--- src/rtl/cancid_ctx_mgr.sv ---
// cancid_ctx_mgr: per-stream DFA context manager (save/restore state, seen-stream tracking, match counters)
// Ports:
//   clk_i, rst_n_i            clock, synchronous active-low reset
//   sop_i, stream_id_i        start of packet and its stream ID
//   enable_i                  regex enabled for the stream, sampled with eop_i
//   char_in_i, char_in_vld_i  payload byte stream from the parser
//   eop_i                     end of packet (may coincide with the last byte)
//   clr_ctx_i                 forget all streams and zero all counters
//   busy_o                    sop_i/clr_ctx_i ignored while high
//   drop_err_o                pulse: byte, sop or eop outside its legal state
//   fired_o                   current packet matched at least once
//   rd_sid_i, rd_count_o      counter readback, one cycle latency
//   dfa_char_o/_vld_o         byte to the DFA
//   dfa_state_in_o/_vld_o     restored state and load strobe to the DFA
//   dfa_state_out_i           DFA current state
//   dfa_accept_i              DFA accept
// Build option: CANCID_CTX_SAT_EN makes the match counters saturate instead of wrap.
module cancid_ctx_mgr #(
    parameter int STATE_W     = 11,
    parameter int NUM_STREAMS = 64,
    parameter int SID_W       = 6,
    parameter int CNT_W       = 16,
    parameter int DFA_LAT     = 1
) (
    input  logic               clk_i,
    input  logic               rst_n_i,
    input  logic               sop_i,
    input  logic [SID_W-1:0]   stream_id_i,
    input  logic               enable_i,
    input  logic [7:0]         char_in_i,
    input  logic               char_in_vld_i,
    input  logic               eop_i,
    input  logic               clr_ctx_i,
    output logic               busy_o,
    output logic               drop_err_o,
    output logic               fired_o,
    input  logic [SID_W-1:0]   rd_sid_i,
    output logic [CNT_W-1:0]   rd_count_o,
    output logic [7:0]         dfa_char_o,
    output logic               dfa_char_vld_o,
    output logic [STATE_W-1:0] dfa_state_in_o,
    output logic               dfa_state_in_vld_o,
    input  logic [STATE_W-1:0] dfa_state_out_i,
    input  logic               dfa_accept_i
);
    localparam int DW = $clog2(DFA_LAT + 2);

    typedef enum logic [2:0] {CLEAR, IDLE, LOAD, RESTORE, ACTIVE, DRAIN, COMMIT} state_e;

    state_e                 state_q;
    logic [SID_W-1:0]       addr_q, sid_q;
    logic [NUM_STREAMS-1:0] valid_q;
    logic [DW-1:0]          dr_q;
    logic [DFA_LAT-1:0]     vp_q;
    logic                   busy_q, drop_q, fired_q, fired_d, en_q, acc_q;
    logic                   char_vld_q, sin_vld_q;
    logic [7:0]             char_q;
    logic [STATE_W-1:0]     sin_q;
    logic [CNT_W-1:0]       rd_count_q, cnt_q, cnt_inc, cnt_wd;
    logic [SID_W-1:0]       cnt_wa;
    logic                   cnt_we, st_we;

    logic [STATE_W-1:0] st_mem  [NUM_STREAMS];
    logic [CNT_W-1:0]   cnt_mem [NUM_STREAMS];

    // The last byte's accept lands in the COMMIT cycle, so the count uses fired_d, not fired_q.
    always_comb begin
        fired_d = (state_q == IDLE && sop_i && !clr_ctx_i) ? 1'b0 :
                  (state_q == COMMIT && !en_q)             ? 1'b0 :
                  (state_q inside {ACTIVE, DRAIN, COMMIT}) ? (fired_q | acc_q) : fired_q;
    end

`ifdef CANCID_CTX_SAT_EN
    assign cnt_inc = (&cnt_q) ? cnt_q : cnt_q + CNT_W'(fired_d);
`else
    assign cnt_inc = cnt_q + CNT_W'(fired_d);
`endif

    assign st_we  = rst_n_i && state_q == COMMIT && en_q;
    assign cnt_we = rst_n_i && (state_q == CLEAR || (state_q == COMMIT && en_q));
    assign cnt_wa = (state_q == CLEAR) ? addr_q : sid_q;
    assign cnt_wd = (state_q == CLEAR) ? '0 : cnt_inc;

    always_ff @(posedge clk_i) begin
        if (cnt_we) cnt_mem[cnt_wa] <= cnt_wd;
        if (st_we) st_mem[sid_q] <= dfa_state_out_i;
        cnt_q <= cnt_mem[sid_q];
    end

    always_ff @(posedge clk_i) begin
        if (!rst_n_i) begin
            state_q    <= CLEAR;
            addr_q     <= '0;
            sid_q      <= '0;
            valid_q    <= '0;
            dr_q       <= '0;
            vp_q       <= '0;
            busy_q     <= 1'b1;
            drop_q     <= 1'b0;
            fired_q    <= 1'b0;
            en_q       <= 1'b0;
            acc_q      <= 1'b0;
            char_vld_q <= 1'b0;
            sin_vld_q  <= 1'b0;
            char_q     <= '0;
            sin_q      <= '0;
            rd_count_q <= '0;
        end else begin
            rd_count_q <= cnt_mem[rd_sid_i];
            char_q     <= char_in_i;
            char_vld_q <= char_in_vld_i && state_q == ACTIVE;
            sin_vld_q  <= state_q == LOAD;
            // Accept only counts when it follows a forwarded byte; a freshly loaded accepting state is not a match.
            vp_q       <= DFA_LAT'({vp_q, char_vld_q});
            acc_q      <= dfa_accept_i && vp_q[DFA_LAT-1];
            drop_q     <= (char_in_vld_i && state_q != ACTIVE) || (eop_i && state_q != ACTIVE) ||
                          (sop_i && (state_q != IDLE || clr_ctx_i));
            fired_q    <= fired_d;
            busy_q     <= 1'b1;
            case (state_q)
                CLEAR: begin
                    addr_q <= addr_q + SID_W'(1);
                    if (addr_q == SID_W'(NUM_STREAMS - 1)) begin
                        state_q <= IDLE;
                        busy_q  <= 1'b0;
                    end
                end
                IDLE: begin
                    if (clr_ctx_i) begin
                        state_q <= CLEAR;
                        addr_q  <= '0;
                        valid_q <= '0;
                    end else if (sop_i) begin
                        sid_q   <= stream_id_i;
                        state_q <= LOAD;
                    end else begin
                        busy_q <= 1'b0;
                    end
                end
                LOAD: begin
                    sin_q   <= valid_q[sid_q] ? st_mem[sid_q] : '0;
                    state_q <= RESTORE;
                end
                RESTORE: state_q <= ACTIVE;
                ACTIVE: begin
                    if (eop_i) begin
                        en_q    <= enable_i;
                        dr_q    <= '0;
                        state_q <= DRAIN;
                    end
                end
                DRAIN: begin
                    dr_q <= dr_q + DW'(1);
                    if (dr_q == DW'(DFA_LAT)) state_q <= COMMIT;
                end
                COMMIT: begin
                    if (en_q) valid_q[sid_q] <= 1'b1;
                    state_q <= IDLE;
                    busy_q  <= 1'b0;
                end
                default: state_q <= CLEAR;
            endcase
        end
    end

    assign busy_o             = busy_q;
    assign drop_err_o         = drop_q;
    assign fired_o            = fired_q;
    assign rd_count_o         = rd_count_q;
    assign dfa_char_o         = char_q;
    assign dfa_char_vld_o     = char_vld_q;
    assign dfa_state_in_o     = sin_q;
    assign dfa_state_in_vld_o = sin_vld_q;
endmodule

--- config.mk ---
export PLATFORM = sky130hd
export DESIGN_NAME = cancid_ctx_mgr
export DESIGN_NICKNAME = d
export VERILOG_FILES = /design/src/rtl/cancid_ctx_mgr.sv
export SDC_FILE = /design/constraint.sdc
export NUM_CORES = 2
export LEC_CHECK = 0
export CAP_MARGIN = 25
export CORE_MARGIN = 2
export CORE_UTILIZATION = 40
export DETAILED_ROUTE_END_ITERATION = 10
export GPL_ROUTABILITY_DRIVEN = 0
export REMOVE_ABC_BUFFERS = 1
export SLEW_MARGIN = 10
export SYNTH_ARGS = -nofsm -noshare
export SYNTH_HDL_FRONTEND = slang
export SYNTH_SLANG_ARGS = --single-unit
--- constraint.sdc ---
create_clock -name clk_i -period 5.4 [get_ports clk_i]
set_input_delay 0.81 -clock clk_i [delete_from_list [all_inputs] [get_ports clk_i]]
set_output_delay 0.81 -clock clk_i [all_outputs]
set_load 0.005 [all_outputs]
# [After elaboration in Yosys (flattened, before gate mapping)]
# Memories as Yosys holds them, arrays and structs flattened. A register that Yosys moved wholly into a read port is not among the register bits.
# Index checks and enable logic that the tools add are counted.
[classes] muxes=33 shift=0 div_mod_pow=0 order_cmp=2 addsub=3 n_reduce_logical=31 eq_ne=16 n_bitwise=3 multipliers=0
[ops] operator="$mux W64" count=2
[ops] operator="$pmux W64 S2" count=1
[ops] operator="$or A64 B64 Y64" count=1
[ops] operator="$mux W6" count=4
[ops] operator="$pmux W3 S7" count=1
[ops] operator="$add A16 B1 Y16" count=1
[ops] operator="$mux W16" count=1
[ops] operator="$mux W3" count=5
[ops] operator="$logic_and A1 B1 Y1" count=13
[ops] operator="$mux W1" count=12
[ops] operator="$pmux W6 S2" count=1
[ops] operator="$mux W11" count=1
[ops] operator="$eq A3 B3 Y1 const B" count=3
[ops] operator="$lt A6 B7 Y1 const B" count=1
[ops] operator="$add A6 B1 Y6 const B" count=1
[ops] operator="$bmux W1 S6" count=1
[ops] operator="$demux W1 S6" count=1
[ops] operator="$eq A3 B2 Y1 const B" count=2
[ops] operator="$eq A6 B6 Y1 const B" count=1
[ops] operator="$ge A6 B1 Y1 const B" count=1
[ops] operator="$ne A2 B2 Y1 const B" count=3
[ops] operator="$ne A3 B3 Y1 const B" count=2
[ops] operator="$reduce_and A2 Y1" count=3
[ops] operator="$reduce_and A3 Y1" count=2
[ops] operator="16 further kinds" count=24
[totals] n_memories=2 out_inout_bits=40 in_bits=39 mem_bits_rw=1728 regBits=108 latchBits=0 rom_bits=0
[mem_list] memory="cnt_mem" depth=64 width=16 rd=2 rd_ports_with_merged_regs=2 write_ports=1 line_no="64" rtl="logic [CNT_W-1:0] cnt_mem [NUM_STREAMS];"
[mem_list] memory="st_mem" depth=64 width=11 rd=1 rd_ports_with_merged_regs=1 write_ports=1 line_no="63" rtl="logic [STATE_W-1:0] st_mem [NUM_STREAMS];"

# [Longest topological paths before layout]
[logic_depth] depth_word=7 depth_mapped=12 mapped_depth_nobuf=12

# [Least setup slack after synthesis]
# Ideal clock, no wire load.
[synth_timing] path_kind="input -> register" from="in clr_ctx_i" to="mem cnt_mem[0][15], data pin" stages=10 required_ns=4.852 setup_time_ns=0.548 path_slack_ns=0.770 t_arrival_ns=4.082 path_buffers=0 path_cell_list="nor3_1 nand2_1 o21ai_0 nor2_1 ha_1 nand3_1 nor2_1 nand3_1 or3_1 a21oi_1"
[synth_between] elab_chain_len=5
[synth_rtl] element="start, declared" line_no="33" rtl="input logic clr_ctx_i,"
[synth_rtl] element="$logic_not A1 Y1" line_no="68" rtl="fired_d = (state_q == IDLE && sop_i && !clr_ctx_i) ? 1'b0 :"
[synth_rtl] element="$logic_and A1 B1 Y1" line_no="68"
[synth_rtl] element="$mux W1" line_no="68"
[synth_rtl] element="via fired_d" line_no="55" rtl="logic busy_q, drop_q, fired_q, fired_d, en_q, acc_q;"
[synth_rtl] element="$add A16 B1 Y16" line_no="76" rtl="assign cnt_inc = cnt_q + CNT_W'(fired_d);"
[synth_rtl] element="$mux W16" line_no="82" rtl="assign cnt_wd = (state_q == CLEAR) ? '0 : cnt_inc;"
[synth_rtl] element="via cnt_wd[15]" line_no="59" rtl="logic [CNT_W-1:0] rd_count_q, cnt_q, cnt_inc, cnt_wd;"
[synth_rtl] element="end, declared" line_no="64"
# The timed path passes the listed nets, and every way through them passes these cells.

# [Worst setup path in the final report]
[layout_timing] from="reg state_q[0]" to="mem cnt_mem[61][0] (enable)"
[layout_between] elab_chain_len=6 word_cells_on_any_way=8 classes_between="1 x eq/ne; 3 x mux; 4 x reduce/logical"
[layout_rtl] element="start, declared" line_no="50" rtl="state_e state_q;"
[layout_rtl] element="start signal, assigned" line_no="92" rtl="state_q <= CLEAR;"
[layout_rtl] element="start signal, assigned" line_no="124" rtl="state_q <= IDLE;"
[layout_rtl] element="start signal, assigned" line_no="130" rtl="state_q <= CLEAR;"
[layout_rtl] element="$eq A3 B3 Y1" line_no="80" rtl="assign cnt_we = rst_n_i && (state_q == CLEAR || (state_q == COMMIT && en_q));"
[layout_rtl] element="$logic_and A1 B1 Y1" line_no="80"
[layout_rtl] element="$logic_or A1 B1 Y1" line_no="80"
[layout_rtl] element="$logic_and A1 B1 Y1" line_no="80"
[layout_rtl] element="$mux W1" line_no="85" rtl="if (cnt_we) cnt_mem[cnt_wa] <= cnt_wd;"
[layout_rtl] element="$mux W1 (implied by the code)" line_no="85"
# Several ways; a longest one is shown, not always the timed one.

==> impl_metrics.env <==
export IMPL_synth_main_ff_cell="edfxtp_1"
export IMPL_startpoint_type="flop"
export IMPL_synth_top_family_by_area="multiplexers"
export IMPL_cpPeakStageDelay_ps=810
export IMPL_critPathSlowestCell="nor3_2"
export IMPL_start_util_pct=40.16
export IMPL_cp_common_cell="buf_4"
export IMPL_ctsLongestPathBuffers=3
export IMPL_required_ps=5900
export IMPL_muxShareOfSynthArea_pct=19.32
export IMPL_ant_nets=0
export IMPL_synth_top_area_share_pct=64.84
export IMPL_wire_per_inst_um=34.95
export IMPL_combPwrFrac_pct=2.3
export IMPL_p_leak_nw=28.33
export IMPL_netlist_cell_type_count=81
export IMPL_grt_max_degree=103
export IMPL_num_rows=164
export IMPL_hold_class="flop to flop"
export IMPL_die_w_um=451.3
export IMPL_die_y_um=451.3
export IMPL_grt_pass1_wl_um=362400
export IMPL_netlist_instances=4387
export IMPL_area_delta_synth_final_pct=14.48
export IMPL_numPortBuffers=78
export IMPL_nNetsFinal=4676
export IMPL_synthArstFlopShare_pct=0
export IMPL_grt_overflow=0
export IMPL_synth_edff_count=1728
export IMPL_internal_power_w=0.02340
export IMPL_synth_seq_cells=1874
export IMPL_synth_adder_area_share_pct=0.06254
export IMPL_clk_pin_slew_ps=60
export IMPL_pwr_share_seq_pct=53.5
export IMPL_route_detailed_drc=0
export IMPL_gr_usage_all_layers_pct=25.16
export IMPL_synthTopCellsByArea="edfxtp_1 65%, mux4_2 16%, dfxtp_1 3.7%"
export IMPL_vias_per_cell=6.402
export IMPL_syn_area_mm2=0.08003
export IMPL_critPathMaxFanout=25
export IMPL_finalSetupViolations=0
export IMPL_clock_latency_ps=840
export IMPL_p_total_w=0.02948
export IMPL_drv_slew=0
export IMPL_crit_arrival_ps=4610
export IMPL_yosys_area_top_type="edfxtp_1"
export IMPL_path_cells="nor3_2 -> buf_4 -> a32o_1 -> nand2_1 -> nor2_2 -> buf_4"
export IMPL_vias=47723
export IMPL_worst_pin_slew_ps=1241
export IMPL_layout_min_cycle_time_ps=4106
export IMPL_ctsHoldBuffers=0
export IMPL_synth_xor_area_share_pct=0.1861
export IMPL_preCtsSetupSlack_ps=953.5
export IMPL_dpl_hpwl_um=162400
export IMPL_rsz0062_at_grt="no"
export IMPL_criticalPathCategory="flop to flop"
export IMPL_nFillCells=16840
export IMPL_cap_violations=0
export IMPL_hold_viol=0
export IMPL_dr_pass1_iters=6
export IMPL_layout_drive_gt1_share_pct=28.76
export IMPL_cts_resized=0
export IMPL_ys_warn_count=0
export IMPL_htree_levels=4
export IMPL_power_density_mw_per_mm2=321.8
export IMPL_status="finished, final reports clean"
export IMPL_synth_simple_area_share_pct=3.596
export IMPL_ys_seq_area_share_pct=68.49
export IMPL_clock_sinks=1874
export IMPL_ir_drop_uv=334.6
export IMPL_core_mm2=0.1992
export IMPL_drtIter0Drc=6829
export IMPL_p_sw_w=0.006086
export IMPL_finalCritPeriodShare_pct=76.04
export IMPL_timing_fmax_mhz=243.5
export IMPL_synth_compound_area_share_pct=6.232
export IMPL_wl_um=260500
export IMPL_syn_area_per_cell_um2=18.24
export IMPL_clockRootBuffer="clkbuf_16"
export IMPL_cts_tree="done"
export IMPL_numCtsBuffers=191
export IMPL_cts_setup_buffers=0
export IMPL_end_kind="flop"
export IMPL_p_clk_share_pct=44.2
export IMPL_boundaryPins=79
export IMPL_grt_pass1_vias=46455
export IMPL_finalClockSkew_ps=36.64
export IMPL_setup_ws_ps=1294
export IMPL_slew_limit_headroom_pct=17.25
export IMPL_grt_antenna_before_repair=8
export IMPL_die_area_mm2=0.2037
export IMPL_p_sw_share_pct=20.64
per-stage QoR:
step	setup TNS, ps	std cells	hold slack (ps)	area [um^2]	utilization [%]
global route	0	7445	484.9	91590	45.97
floorplan	-6858410	4058	428.4	78380	-
global placement	0	7041	440.9	85020	42.67
CTS	0	7409	457.2	91330	45.84
finish	0	7454	455.2	91620	45.98
detailed placement	0	7061	449.2	85250	42.78
worst max-delay path, delay by kind of cell (launching register included):
| kind | cells | cell delay (ps) |
|---|---|---|
| and+or+nand+nor | 3 | 1980 |
| buffers and inverters | 2 | 950 |
| DFF | 1 | 500 |
| AOI/OAI and AO/OA | 1 | 320 |
cells in the mapped netlist (5+ instances only):
library cell  count
buf_1            28
buf_2           125
buf_6            12
and3_1           11
a21oi_1         132
nand2b_1         19
xor2_1           13
clkbuf_1        134
a222oi_1          5
inv_1             8
o21ai_0          57
o211ai_1          9
nor3_1           33
o2bb2ai_1        17
a22o_1           20
a32o_1            7
a221oi_2          8
edfxtp_1       1728
or3_1             6
nor2b_1          10
nand2_1         157
mux2_2           89
nand4_1          19
buf_4            26
a22oi_1          97
o311ai_0          6
or4_1             7
a211oi_1         11
a221oi_1        156
a2111oi_0         5
o21ai_1           5
and2_1           22
o221ai_1         17
nor2_1          322
dfxtp_1         146
a32oi_1           5
mux4_2          566
a221o_1          15
o22ai_1          66
nand3_1          21
o31ai_1          13
mux2i_1         154
routing by layer:
layer	vias up	wire length, um	global-route usage (%)	part of all wire, %
met5	-	167	0.5919	0.064
met3	625	27450	6.632	11
li1	18883	-	-	-
met1	25213	97560	32.74	37
met4	2	14600	12.72	5.6
met2	3000	120700	38.96	46
sequential cells by signal (all words and copies together) (netlist names), 2 cells and up, named ones only:
| register | cells |
|---|---|
| cnt_mem | 1024 |
| st_mem | 704 |
| valid_q | 64 |
| cnt_q | 16 |
| rd_count_o | 16 |
| dfa_state_in_o | 11 |
| dfa_char_o | 8 |
| addr_q | 6 |
| sid_q | 6 |
| state_q | 3 |
| dr_q | 2 |
cell type report:
class | count | area [um^2] | area share, %
Antenna cell | 10 | 25.02 | 0.02731
Clock buffer | 240 | 5164 | 5.636
Clock inverter | 108 | 914.6 | 0.9983
Inverter | 11 | 43.79 | 0.04780
Multi-Input combinational cell | 2173 | 23900 | 26.09
Sequential cell | 1874 | 54830 | 59.85
Tap cell | 2656 | 3323 | 3.627
Timing Repair Buffer | 382 | 3410 | 3.722
final timing paths:
| check | to | slack, ps | startpoint | cells after the start |
|---|---|---|---|---|
| worst max-delay path | cnt_mem[61][0] | 1290 | state_q[0] | 6 |
| worst min-delay path | dfa_state_in_o[4] | 460 | dfa_state_in_o[4] | 2 |
| worst max register to register | cnt_mem[61][0] | 1290 | state_q[0] | 6 |
| worst min register to register | dfa_state_in_o[4] | 460 | dfa_state_in_o[4] | 2 |
power groups by stage:
stage,sequential (W),combinational (W),clock (W)
floorplan,0.0161,0.000214,0
global placement,0.0161,0.000660,0
detailed placement,0.0161,0.000668,0
CTS,0.0158,0.000670,0.0132
global route,0.0158,0.000701,0.0137
finish,0.0158,0.000680,0.0130
cell usage in the layout (no fill, tap or decap), types with 18 or more instances in the layout:
cell / Yosys / routed
buf_12: 4 / 27
clkdlybuf4s50_1: 0 / 61
mux2_2: 89 / 89
o21ai_0: 57 / 56
dfxtp_1: 146 / 140
edfxtp_1: 1728 / 1728
nor2_2: 2 / 65
mux2i_1: 154 / 154
mux4_2: 566 / 566
nor2_1: 322 / 242
clkbuf_16: 0 / 199
nand4_1: 19 / 19
nor3_1: 33 / 28
o22ai_1: 66 / 66
clkinv_2: 0 / 31
a22oi_1: 97 / 97
buf_4: 26 / 257
a21oi_1: 132 / 130
a22o_1: 20 / 20
and2_1: 22 / 18
nand2_1: 157 / 157
clkbuf_1: 134 / 38
clkinv_1: 2 / 41
a221oi_1: 156 / 156
nand3_1: 21 / 21
kinds of logic after synthesis:
group,after synthesis
AOI/OAI and AO/OA,681
and+or+nand+nor,653
buffers and inverters,340
muxes,818
DFF,1874
adders and majority gates,4
xor gates and xnor gates,17
Power figures use the tool's default switching activity.
